## src/rtl/wb_random_slave.sv

```systemverilog
// rtl/wb_random_slave.sv - Wishbone classic slave with LFSR read data, random wait and write checksum
// Optional feature macro: WB_RANDOM_SLAVE_ERR_INJECT_EN (err response for ERR_BASE..ERR_LIMIT)
module wb_random_slave #(
    parameter logic [31:0] SEED      = 32'h00000001,
    parameter logic [7:0]  WAIT_MASK = 8'h0F,
    parameter logic [31:0] ERR_BASE  = 32'hFFFF0000,
    parameter logic [31:0] ERR_LIMIT = 32'hFFFFFFFF
) (
    input  logic         clk,
    input  logic         reset,
    input  logic [31:0]  i_wb_adr,
    input  logic [15:0]  i_wb_sel,
    input  logic         i_wb_we,
    input  logic [127:0] i_wb_dat,
    input  logic         i_wb_cyc,
    input  logic         i_wb_stb,
    output logic [127:0] o_wb_dat,
    output logic         o_wb_ack,
    output logic         o_wb_err,
    output logic [127:0] o_wr_checksum,
    output logic [31:0]  o_rd_count,
    output logic [31:0]  o_wr_count
);

    localparam logic [31:0] TAPS     = 32'h80200003;
    localparam logic [31:0] SEED_EFF = (SEED == 32'h0) ? 32'h00000001 : SEED;

    typedef enum logic [1:0] {
        IDLE = 2'd0,
        WAIT = 2'd1,
        ACK  = 2'd2
    } state_t;

    state_t state, state_d;

    logic [31:0]  lane [4];
    logic [7:0]   wcnt, wcnt_d, wcnt_init;
    logic         accept;
    logic         addr_hit;
    logic         req_we, req_err;
    logic [15:0]  req_sel;
    logic [127:0] req_dat;
    logic         cur_we, cur_err;
    logic         ack_d, err_d;
    logic [127:0] dat_d;
    logic [127:0] rd_vec;
    logic [127:0] byte_mask;

    function automatic logic [31:0] lfsr_step(input logic [31:0] s);
        return s[0] ? ((s >> 1) ^ TAPS) : (s >> 1);
    endfunction

`ifdef WB_RANDOM_SLAVE_ERR_INJECT_EN
    assign addr_hit = (i_wb_adr >= ERR_BASE) && (i_wb_adr <= ERR_LIMIT);
`else
    logic unused_err_cfg;
    assign unused_err_cfg = ^{ERR_BASE, ERR_LIMIT, i_wb_adr};
    assign addr_hit       = 1'b0;
`endif

    assign accept    = (state == IDLE) && i_wb_cyc && i_wb_stb;
    assign wcnt_init = lane[0][7:0] & WAIT_MASK;
    assign rd_vec    = {lane[3], lane[2], lane[1], lane[0]};

    // Request attributes as seen by the output stage: live bus on the accept edge, latched otherwise
    assign cur_we  = accept ? i_wb_we  : req_we;
    assign cur_err = accept ? addr_hit : req_err;

    always_ff @(posedge clk or negedge reset) begin
        if (!reset) begin
            state <= IDLE;
            wcnt  <= 8'h00;
        end else begin
            state <= state_d;
            wcnt  <= wcnt_d;
        end
    end

    always_comb begin
        state_d = state;
        wcnt_d  = wcnt;
        case (state)
            IDLE: begin
                if (accept) begin
                    wcnt_d  = wcnt_init;
                    state_d = (wcnt_init == 8'h00) ? ACK : WAIT;
                end
            end
            WAIT: begin
                if (!i_wb_cyc) begin
                    state_d = IDLE;
                end else begin
                    wcnt_d = wcnt - 8'h01;
                    if (wcnt == 8'h01) begin
                        state_d = ACK;
                    end
                end
            end
            ACK:     state_d = IDLE;
            default: state_d = IDLE;
        endcase
    end

    always_comb begin
        ack_d = 1'b0;
        err_d = 1'b0;
        dat_d = '0;
        if (state_d == ACK) begin
            ack_d = !cur_err;
            err_d = cur_err;
            if (!cur_we && !cur_err) begin
                dat_d = rd_vec;
            end
        end
    end

    always_ff @(posedge clk or negedge reset) begin
        if (!reset) begin
            o_wb_ack <= 1'b0;
            o_wb_err <= 1'b0;
            o_wb_dat <= '0;
        end else begin
            o_wb_ack <= ack_d;
            o_wb_err <= err_d;
            o_wb_dat <= dat_d;
        end
    end

    always_ff @(posedge clk or negedge reset) begin
        if (!reset) begin
            req_we  <= 1'b0;
            req_err <= 1'b0;
            req_sel <= '0;
            req_dat <= '0;
        end else if (accept) begin
            req_we  <= i_wb_we;
            req_err <= addr_hit;
            req_sel <= i_wb_sel;
            req_dat <= i_wb_dat;
        end
    end

    always_comb begin
        byte_mask = '0;
        for (int i = 0; i < 16; i++) begin
            byte_mask[8*i +: 8] = {8{req_sel[i]}};
        end
    end

    // Side effects land at the end of the ACK cycle so an abort or reset earlier leaves nothing behind
    always_ff @(posedge clk or negedge reset) begin
        if (!reset) begin
            lane[0]       <= SEED_EFF;
            lane[1]       <= {SEED_EFF[23:0], SEED_EFF[31:24]};
            lane[2]       <= {SEED_EFF[15:0], SEED_EFF[31:16]};
            lane[3]       <= {SEED_EFF[7:0],  SEED_EFF[31:8]};
            o_wr_checksum <= '0;
            o_rd_count    <= 32'h0;
            o_wr_count    <= 32'h0;
        end else if ((state == ACK) && !req_err) begin
            if (req_we) begin
                o_wr_checksum <= o_wr_checksum ^ (req_dat & byte_mask);
                o_wr_count    <= o_wr_count + 32'h1;
            end else begin
                o_rd_count <= o_rd_count + 32'h1;
                for (int i = 0; i < 4; i++) begin
                    lane[i] <= lfsr_step(lane[i]);
                end
            end
        end
    end

endmodule

```

## config.mk

```make
export PLATFORM = sky130hd
export DESIGN_NAME = wb_random_slave
export DESIGN_NICKNAME = d
export VERILOG_FILES = /design/src/rtl/wb_random_slave.sv
export SDC_FILE = /design/constraint.sdc
export NUM_CORES = 1
export LEC_CHECK = 0
export ABC_AREA = 1
export BUFFER_PORTS_ARGS = -buffer_cell sky130_fd_sc_hd__buf_2
export CAP_MARGIN = 10
export CORE_ASPECT_RATIO = 0.8
export CORE_UTILIZATION = 29
export DETAILED_ROUTE_END_ITERATION = 7
export PLACE_DENSITY_LB_ADDON = 0.25
export SYNTH_ARGS = -nofsm -noshare
export SYNTH_HDL_FRONTEND = slang
export SYNTH_SLANG_ARGS = --single-unit
```

## constraint.sdc

```tcl
create_clock -name clk -period 1.6 [get_ports clk]
set_input_delay 0.16 -clock clk [delete_from_list [all_inputs] [get_ports clk]]
set_output_delay 0.16 -clock clk [all_outputs]
set_load 0.1 [all_outputs]
```

---- Word level (Yosys, flattened, before mapping) ----
Index checks and enable logic that the tools add are counted.
cells by class
  multiplexer cells ....................... 18
  reduce and logical (&&, ||, !) cells .... 13
  $add $sub $neg .......................... 3
  eq/ne operators ......................... 6
  bitwise operators ....................... 7
operator list
  kind                     number
  $mux W128                2
  $and A128 B128 Y128      1
  $mux W32                 4
  $xor A128 B128 Y128      1
  $add A32 B1 Y32 const B  2
  $mux W8                  2
  $not A3 Y4               4
  $pmux W8 S2              1
  $eq A8 B1 Y1 const B     1
  $logic_not A8 Y1         1
  $mux W2                  4
  $sub A8 B1 Y8 const B    1
  $eq A2 B2 Y1 const B     2
  $logic_and A1 B1 Y1      4
  $mux W1                  4
  $ne A2 B2 Y1 const B     2
  $pmux W2 S2              1
  $reduce_and A2 Y1        2
  $logic_not A1 Y1         3
  $reduce_and A3 Y1        1
  $eq A2 B1 Y1 const B     1
  $logic_not A2 Y1         1
  $reduce_bool A2 Y1       1
  $not A1 Y1               1
word-level totals
  input bits .............................. 181
  register bits after elaboration ......... 606
  output and inout bits ................... 322

---- Longest topological paths before layout ----
Gate-level depths: netlist of run 1.
  word-level depth ........................ 8
  depth in mapped cells ................... 9

---- Least setup slack after synthesis of run 1 ----
Ideal clock, no wire load.
  path type ............................... register to register
  start ................................... register o_rd_count[1]
  end ..................................... register o_rd_count[20]
  data required time ...................... 1,486 ps
  stages on the path, launching flop included .. 9
  library setup time ...................... 114 ps
  path slack .............................. -572 ps
  period minus slack after synthesis ...... 2,172 ps
  data arrival time ....................... 2,058 ps
  path through ............................ dfrtp_1 ha_1 nand3_1 nor2_1 nand3b_1 nor2_1 nand2_1 nand2_1 inv_1
on the way
  cells in the longest elaborated chain, start to end .. 1
ends and longest elaborated chain
  element                 RTL line  text
  start, declared         21        output logic [31:0] o_rd_count,
  start signal, assigned  165       o_rd_count <= o_rd_count + 32'h1;
  $add A32 B1 Y32         165
No other way between the ends.
A chain may end at the register's enable or synchronous reset.

---- Worst setup path in the final report of run 1 ----
  start ................................... register state[0]
  end ..................................... register o_wb_dat[56]
on the way
  cells in the longest elaborated chain, start to end .. 8
ends and longest elaborated chain
  element                                                                   RTL line  text
  start, declared                                                           34        state_t state, state_d;
  start signal, assigned                                                    74        state <= state_d;
  parallel branches: the longest is 7 deep, another holds $logic_not A2 Y1  --
  $mux W128 *                                                               108       if (state_d == ACK) begin
  via dat_d[56]                                                             45        logic [127:0] dat_d;
  end signal, assigned                                                      125       o_wb_dat <= dat_d;
  end, declared                                                             17        output logic [127:0] o_wb_dat,
Mark *: on every way through the listed nets, which the timed path passes.

==> impl_metrics.ini, run 1 <==
[floorplanning]
fp-row-count = 94
dieWidth_um = 325
core_area_mm2 = 0.0824
start_util = 0.293
die_y_um = 260
die_area_mm2 = 0.0846
io_pins = 503

[critical_path]
cp.required_ns = 2.10
arrival_ns = 2.23
worstPathMaxFanout = 7
path_class = reg -> reg
r2r_cells = 8
r2r-start = state[0]$_DFF_PN0_
crit_path_end_kind = register
setup.worst_path.start_class = register
rrSetupSlack_ns = -0.13
reg2reg_to = o_wb_dat[56]$_DFF_PN0_

[synth]
netlist_area_mm2 = 0.0242
synth_ff_type = dfrtp_1
yosysUniqueCellTypes = 34
postSynth.asyncResetShare = 1.00
synthesis.nets = 2318
yosys_warnings = 0
syn_inst = 2132
avgSynthCellArea_um2 = 11.3
synth_top_cell_by_area = dfrtp_1
synth-seq-area-share = 0.627
synth.top_cell.area_share = 0.623
synthTopCellsByArea = dfrtp_1 (62%), nand2_1 (6.5%), mux2_2 (6.0%)
ys_seq_elements = 606
synth-edff-count = 0

[placement]
pre_cts_slack_ns = -0.165
place_area_mm2 = 0.0292
dp_hpwl_mm = 45.0
place_congestion = 0.839
io_buffers = 470

[final_layout]
layout.nets = 3122
layout_common_cells = dfrtp_1 (541), nand2_1 (363), buf_2 (288), buf_4 (288), inv_1 (202)
layout-drive-gt1-share = 0.400
fin_area_mm2 = 0.0348
final_common_cell = dfrtp_1
area.growth.synth_to_final_pct = 44.1

[drt]
drt_iter0_drc = 818
routed_via_density = 4.30
vias = 17600
wl_per_cell_um = 16.0
wirelength_mm = 65.6
antenna_left = 0
drcViolationCount = 0
drtPass1Iterations = 5

[clock_tree]
cts_buffers = 67
clk_pin_slew_worst_paths_ns = 0.06
clockBufferDepth = 3
htree_levels = 3
cts_sinks = 606
root_buffer = clkbuf_16
insertion_delay_ns = 0.60
cts_tree = yes

[global_routing]
antenna_found_initial = 2
first_global_vias = 18300
grt_start_max_net_pins = 71
track_usage = 0.149
grt_first_pass_wirelength_mm = 101
grt.overflow.total = 0

[status]
status = complete, but fails checks
violations = negative setup slack

[timing]
period_minus_slack_ns = 1.73
setup_slack_ns = -0.130
tightest_slew_ns = 0.511
hold_slack_ns = 0.123
slew_viol_final = 0
fin_worst_skew_ns = 0.0162
relSlewSlack = 0.662
setup_violations = 250
rsz0062_at_grt = true
hold_violations = 0
fmax_ghz = 0.578
post-route-period-util = 1.08

[power_and_ir_drop]
ir_worst_vdd_v = 0.00149
leakagePower_nw = 16.0
pwr_density_cell_mw_per_mm2 = 1610

[run]
max_cap_violations = 0

[worst_hold_path]
hp-class = in -> async
==> registers in the layout (all words and copies together), names as in the netlist <==
signal,cells
req_err,1
o_wr_count,32
req_dat,128
o_wr_checksum,128
wcnt,8
o_wb_dat,128
lane,128
req_sel,16
o_wb_ack,1
o_rd_count,32
o_wb_err,1
state,2
req_we,1
==> repair_timing <==
item	4_1_cts	5_1_grt
setup endpoints to repair	561	474
cloned	4	13
pin swaps	59	31
hold buffers	147	0
hold endpoints to repair	591	0
resized for setup	281	111
buffers inserted	11	15
==> report_power, final <==
group          switching (mW)  internal (mW)  total, mW
clock                    6.37           8.66       15.0
sequential               1.86           17.8       19.7
combinational            16.4           4.96       21.3
total                    24.6           31.4       56.0
==> critical path: stages (launching register included) <==
cell and delay (ns):
dfrtp_2 0.44, nor2_2 0.10, buf_6 0.13, nand2_8 0.09, o21ai_4 0.21, nand2_8 0.14, buf_16 0.18, buf_4 0.16
nor3_4 0.17
==> worst max path at each step <==
stage	endpoint	cells after the start	slack, ns	from
global placement	o_wb_dat[31]$_DFF_PN0_	8	-0.21	wcnt[1]$_DFFE_PN0P_
global route	o_wb_dat[45]$_DFF_PN0_	8	-0.21	state[0]$_DFF_PN0_
detailed placement	o_wb_dat[31]$_DFF_PN0_	8	-0.17	wcnt[1]$_DFFE_PN0P_
CTS	o_wb_dat[112]$_DFF_PN0_	9	-0.13	state[0]$_DFF_PN0_
floorplan	o_wb_dat[42]$_DFF_PN0_	8	-0.000006	lane[96]$_DFFE_PN1P_
finish	o_wb_dat[56]$_DFF_PN0_	8	-0.13	state[0]$_DFF_PN0_
==> per-layer routing <==
metal	vias up	GRT usage	wire length [µm]
met5	-	0	25
met4	4	0.0445	1510
met3	104	0.0303	3280
met2	441	0.240	31300
met1	8636	0.202	29500
li1	8417	-	-
==> synth_stat cells, drive strengths merged (13+ instances only) <==
cell	count
xnor2	146
mux2	128
nand2	422
clkbuf	16
nor2	131
inv	207
nand4	13
xor2	32
a21oi	21
nand3	50
buf	64
o21ai	138
nor3	133
dfrtp	602
==> cells by family (layout without fill, tap and decap cells) <==
kind of cell,after synthesis,after routing,share of synthesized area
simple gates,763,763,0.157
buf+inv,287,1140,0.0536
flops,606,606,0.627
mux,128,128,0.0596
compound gates,165,165,0.0350
other cells,0,1,0
xor+xnor,178,178,0.0645
fa+ha+maj,5,5,0.00259
==> stage by stage <==
stage	instances	util	total power, mW	TNS (ns)
after floorplan	2132	-	35.3	-0.000294
after global placement	3783	0.354	39.2	-20.33
after detailed placement	3783	0.354	39.4	-23.42
after CTS	4062	0.412	56.3	-26.45
after global routing	4089	0.423	58.1	-42.13
final	4090	0.423	56.0	-9.36
==> layout make-up <==
cell class | count | area (µm²)
inverters | 207 | 777
well taps | 1104 | 1380
flip-flops and latches | 606 | 15300
fillers | 7742 | 47600
clock buffers | 91 | 1850
multi-input cells | 1239 | 8410
diodes | 1 | 2.50
repair buffers | 815 | 6830
clock inverters | 27 | 277
Power figures use the tool's default switching activity.
==> run 2, diff against run 1 <==
- CORE_UTILIZATION: 29 -> 49
- SKIP_LAST_GASP: not set -> 1
- SLEW_MARGIN: not set -> 15
==> impl_metrics.ini, run 2 (synthesis gave the netlist of run 1 again) <==
[power_and_ir_drop]
seqPwrFrac = 0.369
power_mw = 53.3
p_int_mw = 29.3
clkPwrFrac = 0.251
pwr_density_cell_mw_per_mm2 = 1640
leakagePower_nw = 15.2
switching_share = 0.451
switchingPower_mw = 24.1
comb_power_share = 0.379
ir_worst_vdd_v = 0.00146

[critical_path]
path_class = reg -> reg
setup.worst_path.start_class = register
arrival_ns = 2.20
crit_path_end_kind = register
worstPathMaxFanout = 16
startpoint = state[0]$_DFF_PN0_
cp.required_ns = 2.11
r2r-start = state[0]$_DFF_PN0_

[global_routing]
grt.overflow.total = 0
grt_start_max_net_pins = 77
track_usage = 0.247
first_global_vias = 18400
antenna_found_initial = 4
grt_first_pass_wirelength_mm = 99.0

[drt]
drt_iter0_drc = 1173
vias = 17600
antenna_left = 0
wl_per_cell_um = 17.5
drtPass1Iterations = 5
wirelength_mm = 62.0
routed_via_density = 4.98
drcViolationCount = 0

[timing]
hold_slack_ns = 0.0552
hold_violations = 0
rsz0062_at_grt = true
relSlewSlack = 0.625
period_minus_slack_ns = 1.69
post-route-period-util = 1.06
tightest_slew_ns = 0.566
fin_worst_skew_ns = 0.0238
fmax_ghz = 0.591
slew_viol_final = 0
setup_violations = 328
setup_slack_ns = -0.0921
setup-tns-final_ns = -12.43

[final_layout]
layout.nets = 3053
area.growth.synth_to_final_pct = 34.3
layout-drive-gt1-share = 0.375
layout_common_cells = dfrtp_1 (544), buf_2 (466), nand2_1 (402)
final_common_cell = dfrtp_1

[floorplanning]
dieWidth_um = 250
core_area_mm2 = 0.0486
io_pins = 503
start_util = 0.498
die_area_mm2 = 0.0503
die_y_um = 201
fp-row-count = 72

[placement]
place_congestion = 0.912
pre_cts_slack_ns = -0.214
io_buffers = 470
dp_hpwl_mm = 41.5

[clock_tree]
cts_tree = yes
cts_sinks = 606
root_buffer = clkbuf_16
cts_buffers = 58
insertion_delay_ns = 0.62
clockBufferDepth = 3
clk_pin_slew_worst_paths_ns = 0.07
htree_levels = 2

[status]
status = complete, but fails checks
violations = negative setup slack

[worst_hold_path]
hp-class = in -> async

[run]
max_cap_violations = 0
run 2: cell types whose count changed in the layout (fill, tap and decap cells not counted), sizes merged:
cell	before	now
bufinv	3	2
buf	655	606
inv	214	208
diode	1	3
clkinvlp	4	2
clkbuf	103	85
run 2: power by group through the flow:
stage / registers, mW / clock network (mW) / logic, mW
after floorplan: 32.4 / 0 / 2.95
after global placement: 19.7 / 0 / 19.3
after detailed placement: 19.8 / 0 / 19.5
after CTS: 19.6 / 13.7 / 20.0
after global routing: 20.0 / 14.3 / 20.8
final: 19.7 / 13.4 / 20.2
run 2: per-stage QoR:
stage / area [µm²] / util / std cells
floorplan: 24400 / - / 2132
global placement: 28200 / 0.582 / 3263
detailed placement: 28200 / 0.582 / 3263
CTS: 31800 / 0.656 / 3525
global route: 32500 / 0.669 / 3541
finish: 32500 / 0.669 / 3541
run 2: final timing paths:
path	slack, ns	cells past startpoint	end
setup / recovery	-0.09	8	o_wb_dat[22]$_DFF_PN0_
hold / removal	0.06	2	o_wr_checksum[60]$_DFFE_PN0P_
setup reg to reg	-0.09	8	o_wb_dat[22]$_DFF_PN0_
hold reg to reg	0.47	1	o_wr_checksum[110]$_DFFE_PN0P_
max in group asynchronous	0.75	3	o_rd_count[28]$_DFFE_PN0P_
min in group clk	0.10	6	state[0]$_DFF_PN0_
run 2: critical path, cell delays in order (launching register included):
cell	delay, ns
dfrtp_1	0.42
nor2_1	0.13
buf_4	0.16
nand2_8	0.08
nor2_4	0.12
a21oi_4	0.04
buf_6	0.14
bufbuf_16	0.30
nor3b_1	0.19
run 2: repair_timing:
action,in CTS,in global routing
resized for setup,18,122
buffers inserted,11,17
setup endpoints to repair,558,761
hold buffers,147,0
cloned,2,1
hold endpoints to repair,751,0
pin swaps,1,27
run 2: area by class of cell:
type | count | area (µm²)
Clock inverter | 18 | 161
Multi-Input combinational cell | 1239 | 8330
Tap cell | 629 | 787
Timing Repair Buffer | 755 | 5420
Antenna cell | 3 | 7.51
Inverter | 207 | 781
Fill cell | 3496 | 16100
Clock buffer | 84 | 1680
Sequential cell | 606 | 15300
run 2: per-layer routing:
| metal | wire length (µm) | vias up | track usage |
|---|---|---|---|
| li1 | - | 8253 | - |
| met1 | 26200 | 8718 | 0.327 |
| met2 | 30200 | 501 | 0.402 |
| met3 | 3190 | 145 | 0.0445 |
| met4 | 2370 | 2 | 0.106 |
| met5 | 11 | - | 0 |
